<file path="config.mk">
export PLATFORM = sky130hd
export DESIGN_NAME = uart_prog_loader
export DESIGN_NICKNAME = d
export VERILOG_FILES = /design/src/rtl/uart_prog_loader.sv
export SDC_FILE = /design/constraint.sdc
export NUM_CORES = 1
export LEC_CHECK = 0
export ABC_AREA = 1
export BUFFER_PORTS_ARGS = -buffer_cell sky130_fd_sc_hd__buf_2
export CELL_PAD_IN_SITES_DETAIL_PLACEMENT = 0
export CELL_PAD_IN_SITES_GLOBAL_PLACEMENT = 1
export CORE_UTILIZATION = 40
export CTS_BUF_LIST = sky130_fd_sc_hd__clkbuf_8
export DETAILED_ROUTE_END_ITERATION = 10
export PLACE_DENSITY = 0.8
export SYNTH_ARGS = -nofsm -noshare
export SYNTH_HDL_FRONTEND = slang
export SYNTH_SLANG_ARGS = --single-unit
export TNS_END_PERCENT = 10
</file>
<file path="constraint.sdc">
create_clock -name clk -period 4.61 [get_ports clk]
set_clock_uncertainty 0.1 [all_clocks]
set_input_delay 0.461 -clock clk [delete_from_list [all_inputs] [get_ports clk]]
set_output_delay 0.461 -clock clk [all_outputs]
set_load 0.05 [all_outputs]
</file>
<file path="src/rtl/uart_prog_loader.sv">
// UART-driven instruction-ROM loader: receives a word-count header plus little-endian
// 32-bit words over 8N1 serial and drives the fetch stage's upg_* write port.
module uart_prog_loader #(
    parameter int CLKS_PER_BIT = 868,
    parameter int ADDR_W       = 14,
    parameter int MAX_WORDS    = 16384,
    parameter int TIMEOUT_CLKS = 2**24
) (
    input  logic              clk,
    input  logic              rst,
    input  logic              rx_i,
    input  logic              start_i,
    output logic              upg_rst_o,
    output logic              upg_wen_o,
    output logic [ADDR_W-1:0] upg_adr_o,
    output logic [31:0]       upg_dat_o,
    output logic              upg_done_o,
    output logic              err_o
);
    localparam int CW = $clog2(CLKS_PER_BIT);
    localparam int TW = $clog2(TIMEOUT_CLKS);

    typedef enum logic [1:0] {R_IDLE, R_START, R_DATA, R_STOP} rx_state_t;
    typedef enum logic [2:0] {IDLE, HDR0, HDR1, DATA, DONE, ERR} state_t;

    logic          rx_m, rx_s, rx_d;
    rx_state_t     rx_st, rx_st_nx;
    logic [CW-1:0] rx_cnt;
    logic [2:0]    bit_idx;
    logic [7:0]    rx_sh;
    logic          half_tick, bit_tick;
    logic          byte_vld, frame_err;

    state_t        state, state_nx;
    logic [7:0]    n_lo;
    logic [16:0]   n_words, n_full, word_cnt;
    logic [1:0]    byte_idx;
    logic [TW-1:0] tmo_cnt;
    logic          tmo_hit, loading, start_hdr;

    // ---------------- serial receiver ----------------
    always_ff @(posedge clk or negedge rst) begin
        if (!rst) begin
            rx_m <= 1'b1;
            rx_s <= 1'b1;
            rx_d <= 1'b1;
        end else begin
            rx_m <= rx_i;
            rx_s <= rx_m;
            rx_d <= rx_s;
        end
    end

    assign half_tick = (rx_cnt == CW'(CLKS_PER_BIT/2 - 1));
    assign bit_tick  = (rx_cnt == CW'(CLKS_PER_BIT - 1));

    always_ff @(posedge clk or negedge rst) begin
        if (!rst) rx_st <= R_IDLE;
        else      rx_st <= rx_st_nx;
    end

    always_comb begin
        rx_st_nx = rx_st;
        unique case (rx_st)
            R_IDLE:  if (rx_d && !rx_s) rx_st_nx = R_START;
            R_START: if (half_tick) rx_st_nx = rx_s ? R_IDLE : R_DATA;
            R_DATA:  if (bit_tick && bit_idx == 3'd7) rx_st_nx = R_STOP;
            R_STOP:  if (bit_tick) rx_st_nx = R_IDLE;
            default: rx_st_nx = R_IDLE;
        endcase
    end

    // Counter restarts on every state change, so the start-bit half period aligns later samples to bit centres.
    always_ff @(posedge clk or negedge rst) begin
        if (!rst) begin
            rx_cnt    <= '0;
            bit_idx   <= '0;
            rx_sh     <= '0;
            byte_vld  <= 1'b0;
            frame_err <= 1'b0;
        end else begin
            byte_vld <= 1'b0;
            if (rx_st == R_IDLE || rx_st_nx != rx_st || (rx_st == R_DATA && bit_tick))
                rx_cnt <= '0;
            else
                rx_cnt <= rx_cnt + CW'(1);
            if (rx_st == R_START) bit_idx <= '0;
            if (rx_st == R_DATA && bit_tick) begin
                rx_sh   <= {rx_s, rx_sh[7:1]};
                bit_idx <= bit_idx + 3'd1;
            end
            if (rx_st == R_STOP && bit_tick) begin
                byte_vld  <= 1'b1;
                frame_err <= ~rx_s;
            end
        end
    end

    // ---------------- load controller ----------------
    assign loading   = (state == HDR0) || (state == HDR1) || (state == DATA);
    assign start_hdr = start_i && !loading;
    assign tmo_hit   = (tmo_cnt == TW'(TIMEOUT_CLKS - 1));
    assign n_full    = {1'b0, rx_sh, n_lo};

    assign upg_rst_o  = (state == IDLE) || (state == DONE);
    assign upg_done_o = (state == DONE);
    assign err_o      = (state == ERR);

    always_ff @(posedge clk or negedge rst) begin
        if (!rst) state <= IDLE;
        else      state <= state_nx;
    end

    always_comb begin
        state_nx = state;
        unique case (state)
            IDLE, DONE, ERR: if (start_i) state_nx = HDR0;
            HDR0: begin
                if (tmo_hit || (byte_vld && frame_err)) state_nx = ERR;
                else if (byte_vld)                      state_nx = HDR1;
            end
            HDR1: begin
                if (tmo_hit || (byte_vld && frame_err)) state_nx = ERR;
                else if (byte_vld) begin
                    if (n_full == '0)                    state_nx = DONE;
                    else if (n_full > 17'(MAX_WORDS))    state_nx = ERR;
                    else                                 state_nx = DATA;
                end
            end
            DATA: begin
                if (tmo_hit || (byte_vld && frame_err))                state_nx = ERR;
                else if (upg_wen_o && (word_cnt + 17'd1 == n_words))   state_nx = DONE;
            end
            default: state_nx = IDLE;
        endcase
    end

    always_ff @(posedge clk or negedge rst) begin
        if (!rst) begin
            upg_wen_o <= 1'b0;
            upg_adr_o <= '0;
            upg_dat_o <= '0;
            n_lo      <= '0;
            n_words   <= '0;
            word_cnt  <= '0;
            byte_idx  <= '0;
            tmo_cnt   <= '0;
        end else begin
            upg_wen_o <= 1'b0;
            if (start_hdr) begin
                upg_adr_o <= '0;
                byte_idx  <= '0;
                word_cnt  <= '0;
                tmo_cnt   <= '0;
            end else if (loading) begin
                tmo_cnt <= byte_vld ? '0 : tmo_cnt + TW'(1);
                if (state == HDR0 && byte_vld) n_lo    <= rx_sh;
                if (state == HDR1 && byte_vld) n_words <= n_full;
                // A byte that triggers ERR never reaches the data register, so partial words stay unwritten.
                if (state == DATA && state_nx == DATA && byte_vld) begin
                    upg_dat_o[{byte_idx, 3'b000} +: 8] <= rx_sh;
                    byte_idx <= byte_idx + 2'd1;
                    if (byte_idx == 2'd3) upg_wen_o <= 1'b1;
                end
                if (upg_wen_o) begin
                    upg_adr_o <= upg_adr_o + ADDR_W'(1);
                    word_cnt  <= word_cnt + 17'd1;
                end
            end
        end
    end
endmodule
</file>
==> metrics <==
DRC Markers 0; slew margin rel. 0.437; register area share after synthesis 0.467; cell depth of the worst setup path 8; Final period util 0.581; WHS Path Cells 0; Final setup viols 0; post-route ant nets 0; Critical Path Start Type flop; Synth Area per Inst 7.93 um2; critical path's largest stage delay around 520 ps; Yosys reg bits about 150; total nets after synthesis between 900 and 1k; Clock Sinks around 150; Warnings, synthesis 0; Critical Path Slowest Stage Cell nand2_1; CTS Buf Count 17; count of different cell masters after synthesis between 50 and 60; CP cell instances nor2_2, nand2_1, nor3_1, and3_1, nand2_1, nor3_1, o21ai_0, a21oi_1; vias in the first global route 6028; worst hold path type flop to flop; Routed WL roughly 18000 um; Reg2Reg Depth 8; First DRT Iteration DRCs around 450; uppermost layer routed met4; Antenna Cells 0; Synth-to-Final Area Change 11.6%; Fin Setup TNS 0 ps; cell family with most CP delay simple AND/OR/NAND/NOR gates; top_reg_cell synth dfrtp_1; Max VDD drop ~240 uV; WL/cell about 14 um; minimum clock period 2680 ps; vias ~6.4k; RSZ-0062 raised after global routing no; core area 0.0189 mm2; crit path DAT 2960 ps; DRT Pass-1 Iters 5; worst path required time ~5000 ps; total power ~0.0027 W; crit-path max FO 23; Core Rows 50; GPL Wtd Cong roughly 0.81; area of the multi-input gates between 0.003 and 0.004 mm2; Leakage 4.10 nW; leading cell types in the layout, fill and taps excluded nand2_1 (223), inv_1 (142), dfrtp_1 (142); Buf+Inv Stages, Crit Path 0; met3 wire length about 520 um; Die X between 100 and 150 um; status complete, no violations; met2 wire len 8340 um; port bufs 53; final-layout fill cell count about 1.9k; Post-Synthesis Cells 982; Max-cap violations 0; crit end category flop; post-cts gate resize count 0; met1 wire length just under 9000 um; die area 0.0200 mm2; Fin. Hold Viols 0; CTS max path bufs 2; dpl hpwl about 12000 um; # IOs 54; Overflow after GRT 0; gr usage total 0.192; largest net degree at the start of global routing 86; FF+latch area 0.00363 mm2; pwr dens ~320 mW/mm2; Synth async-reset ratio 1.00; Post-synth EDFFs 0; Slew @ Worst Pin between 800 and 900 ps; Root Buffer clkbuf_8; Synth Cell Area a little under 0.008 mm2; starting density of the core 0.412; Die Y about 140 um; critical path class flop to flop; initial antenna violation count 0; fin nets around 1.1k; Worst-path clk slew about 80 ps; fraction of layout cells with a size suffix above 1 0.126; CTS H-Tree Depth 4; Worst-Skew Late Latency roughly 460 ps; CTS tree done; fin. max-slew vios 0; FMAX 373 MHz; post-DR vias/cell 4.91; first-pass GRT wire length about 30000 um; most common cell after layout, fill and taps aside nand2_1
-- where the power goes --
group / leakage (nW) / switching, W / internal (W)
combinational: 1.89 / 0.000224 / 0.0000972
sequential: 1.99 / 0.0000486 / 0.00132
clock: 0.222 / 0.000486 / 0.000571
-- per-layer routing --
metal	global-route usage	vias to the layer above
met5	0	-
met4	0.0611	0
met3	0.0368	16
met2	0.302	88
met1	0.266	3000
li1	-	3321
-- stage by stage --
| step | hold WS, ps | worst slack (ps) | instance area, um2 | std cells | utilization |
|---|---|---|---|---|---|
| CTS | 239 | 1870 | 8690 | 1308 | 0.460 |
| global route | 251 | 1570 | 8690 | 1308 | 0.460 |
| global placement | 247 | 1920 | 8250 | 1274 | 0.437 |
| floorplan | 65.4 | 2170 | 7780 | 982 | - |
| detailed placement | 247 | 1900 | 8250 | 1274 | 0.437 |
| finish | 258 | 1930 | 8690 | 1308 | 0.460 |
-- Yosys cell counts (2+ instances only) --
cell / instances / area share
clkbuf_1: 13 / 0.0063
nand4_1: 13 / 0.010
ha_1: 12 / 0.019
o21ai_1: 4 / 0.0026
a21oi_1: 21 / 0.014
nand2_1: 223 / 0.11
nand2_4: 2 / 0.0029
nor3b_1: 6 / 0.0058
nor3_1: 24 / 0.015
inv_2: 2 / 0.00096
o22ai_1: 20 / 0.016
nor2_1: 96 / 0.046
xor2_1: 4 / 0.0045
inv_1: 139 / 0.067
or2_2: 2 / 0.0016
a211oi_1: 2 / 0.0019
nor2_2: 8 / 0.0064
dfrtp_1: 142 / 0.46
nand3_2: 12 / 0.015
o211ai_1: 3 / 0.0029
a32o_1: 3 / 0.0039
dfstp_2: 3 / 0.010
nor2_4: 3 / 0.0043
and3_1: 3 / 0.0024
nand3_1: 75 / 0.048
a22oi_1: 4 / 0.0039
buf_2: 5 / 0.0032
o21ai_2: 3 / 0.0034
a31oi_1: 3 / 0.0024
nand2_2: 3 / 0.0024
nand3b_1: 6 / 0.0058
o21ai_0: 66 / 0.042
nor4_1: 3 / 0.0024
o21bai_1: 32 / 0.031
buf_6: 5 / 0.0072
-- final cells by class --
cell class	instances	share of cell area
Sequential cell	145	0.418
Multi-Input combinational cell	669	0.398
Inverter	143	0.0619
Tap cell	260	0.0374
Timing Repair Buffer	59	0.0370
Clock buffer	20	0.0317
Clock inverter	12	0.0163
-- cells by family after synthesis --
| family | Yosys count | synth area share |
|---|---|---|
| AOI/OAI and AO/OA | 167 | 0.130 |
| DFF | 145 | 0.467 |
| xor gates and xnor gates | 4 | 0.00450 |
| and+or+nand+nor | 485 | 0.289 |
| muxes | 1 | 0.00145 |
| adders and majority gates | 12 | 0.0193 |
| buffers and inverters | 168 | 0.0894 |
-- path summary, 6_finish.rpt --
check                                    from                   endpoint  slack (ps)
min in group asynchronous                 rst   upg_adr_o[0]$_DFFE_PN0P_         500
min                            rx_m$_DFF_PN1_             rx_s$_DFF_PN1_         260
max                        state[2]$_DFF_PN0_  upg_adr_o[10]$_DFFE_PN0P_        1930
min reg2reg                    rx_m$_DFF_PN1_             rx_s$_DFF_PN1_         260
max in group asynchronous                 rst  upg_dat_o[12]$_DFFE_PN0P_        2810
max reg2reg                state[2]$_DFF_PN0_  upg_adr_o[10]$_DFFE_PN0P_        1930
-- flip-flops by register name, summed over array words and instances (netlist names), 2 cells and up --
name       count
word_cnt      17
upg_adr_o     14
n_words       16
n_lo           8
byte_idx       2
upg_dat_o     32
state          3
rx_st          2
rx_sh          8
tmo_cnt       24
rx_cnt        10
bit_idx        3
-- repair_timing --
| item | in CTS | in global routing |
|---|---|---|
| buffers inserted | 0 | 0 |
| hold buffers | 2 | 0 |
| endpoints found under the hold margin | 6 | 0 |
No activity file was read; power rests on OpenSTA's default activity.
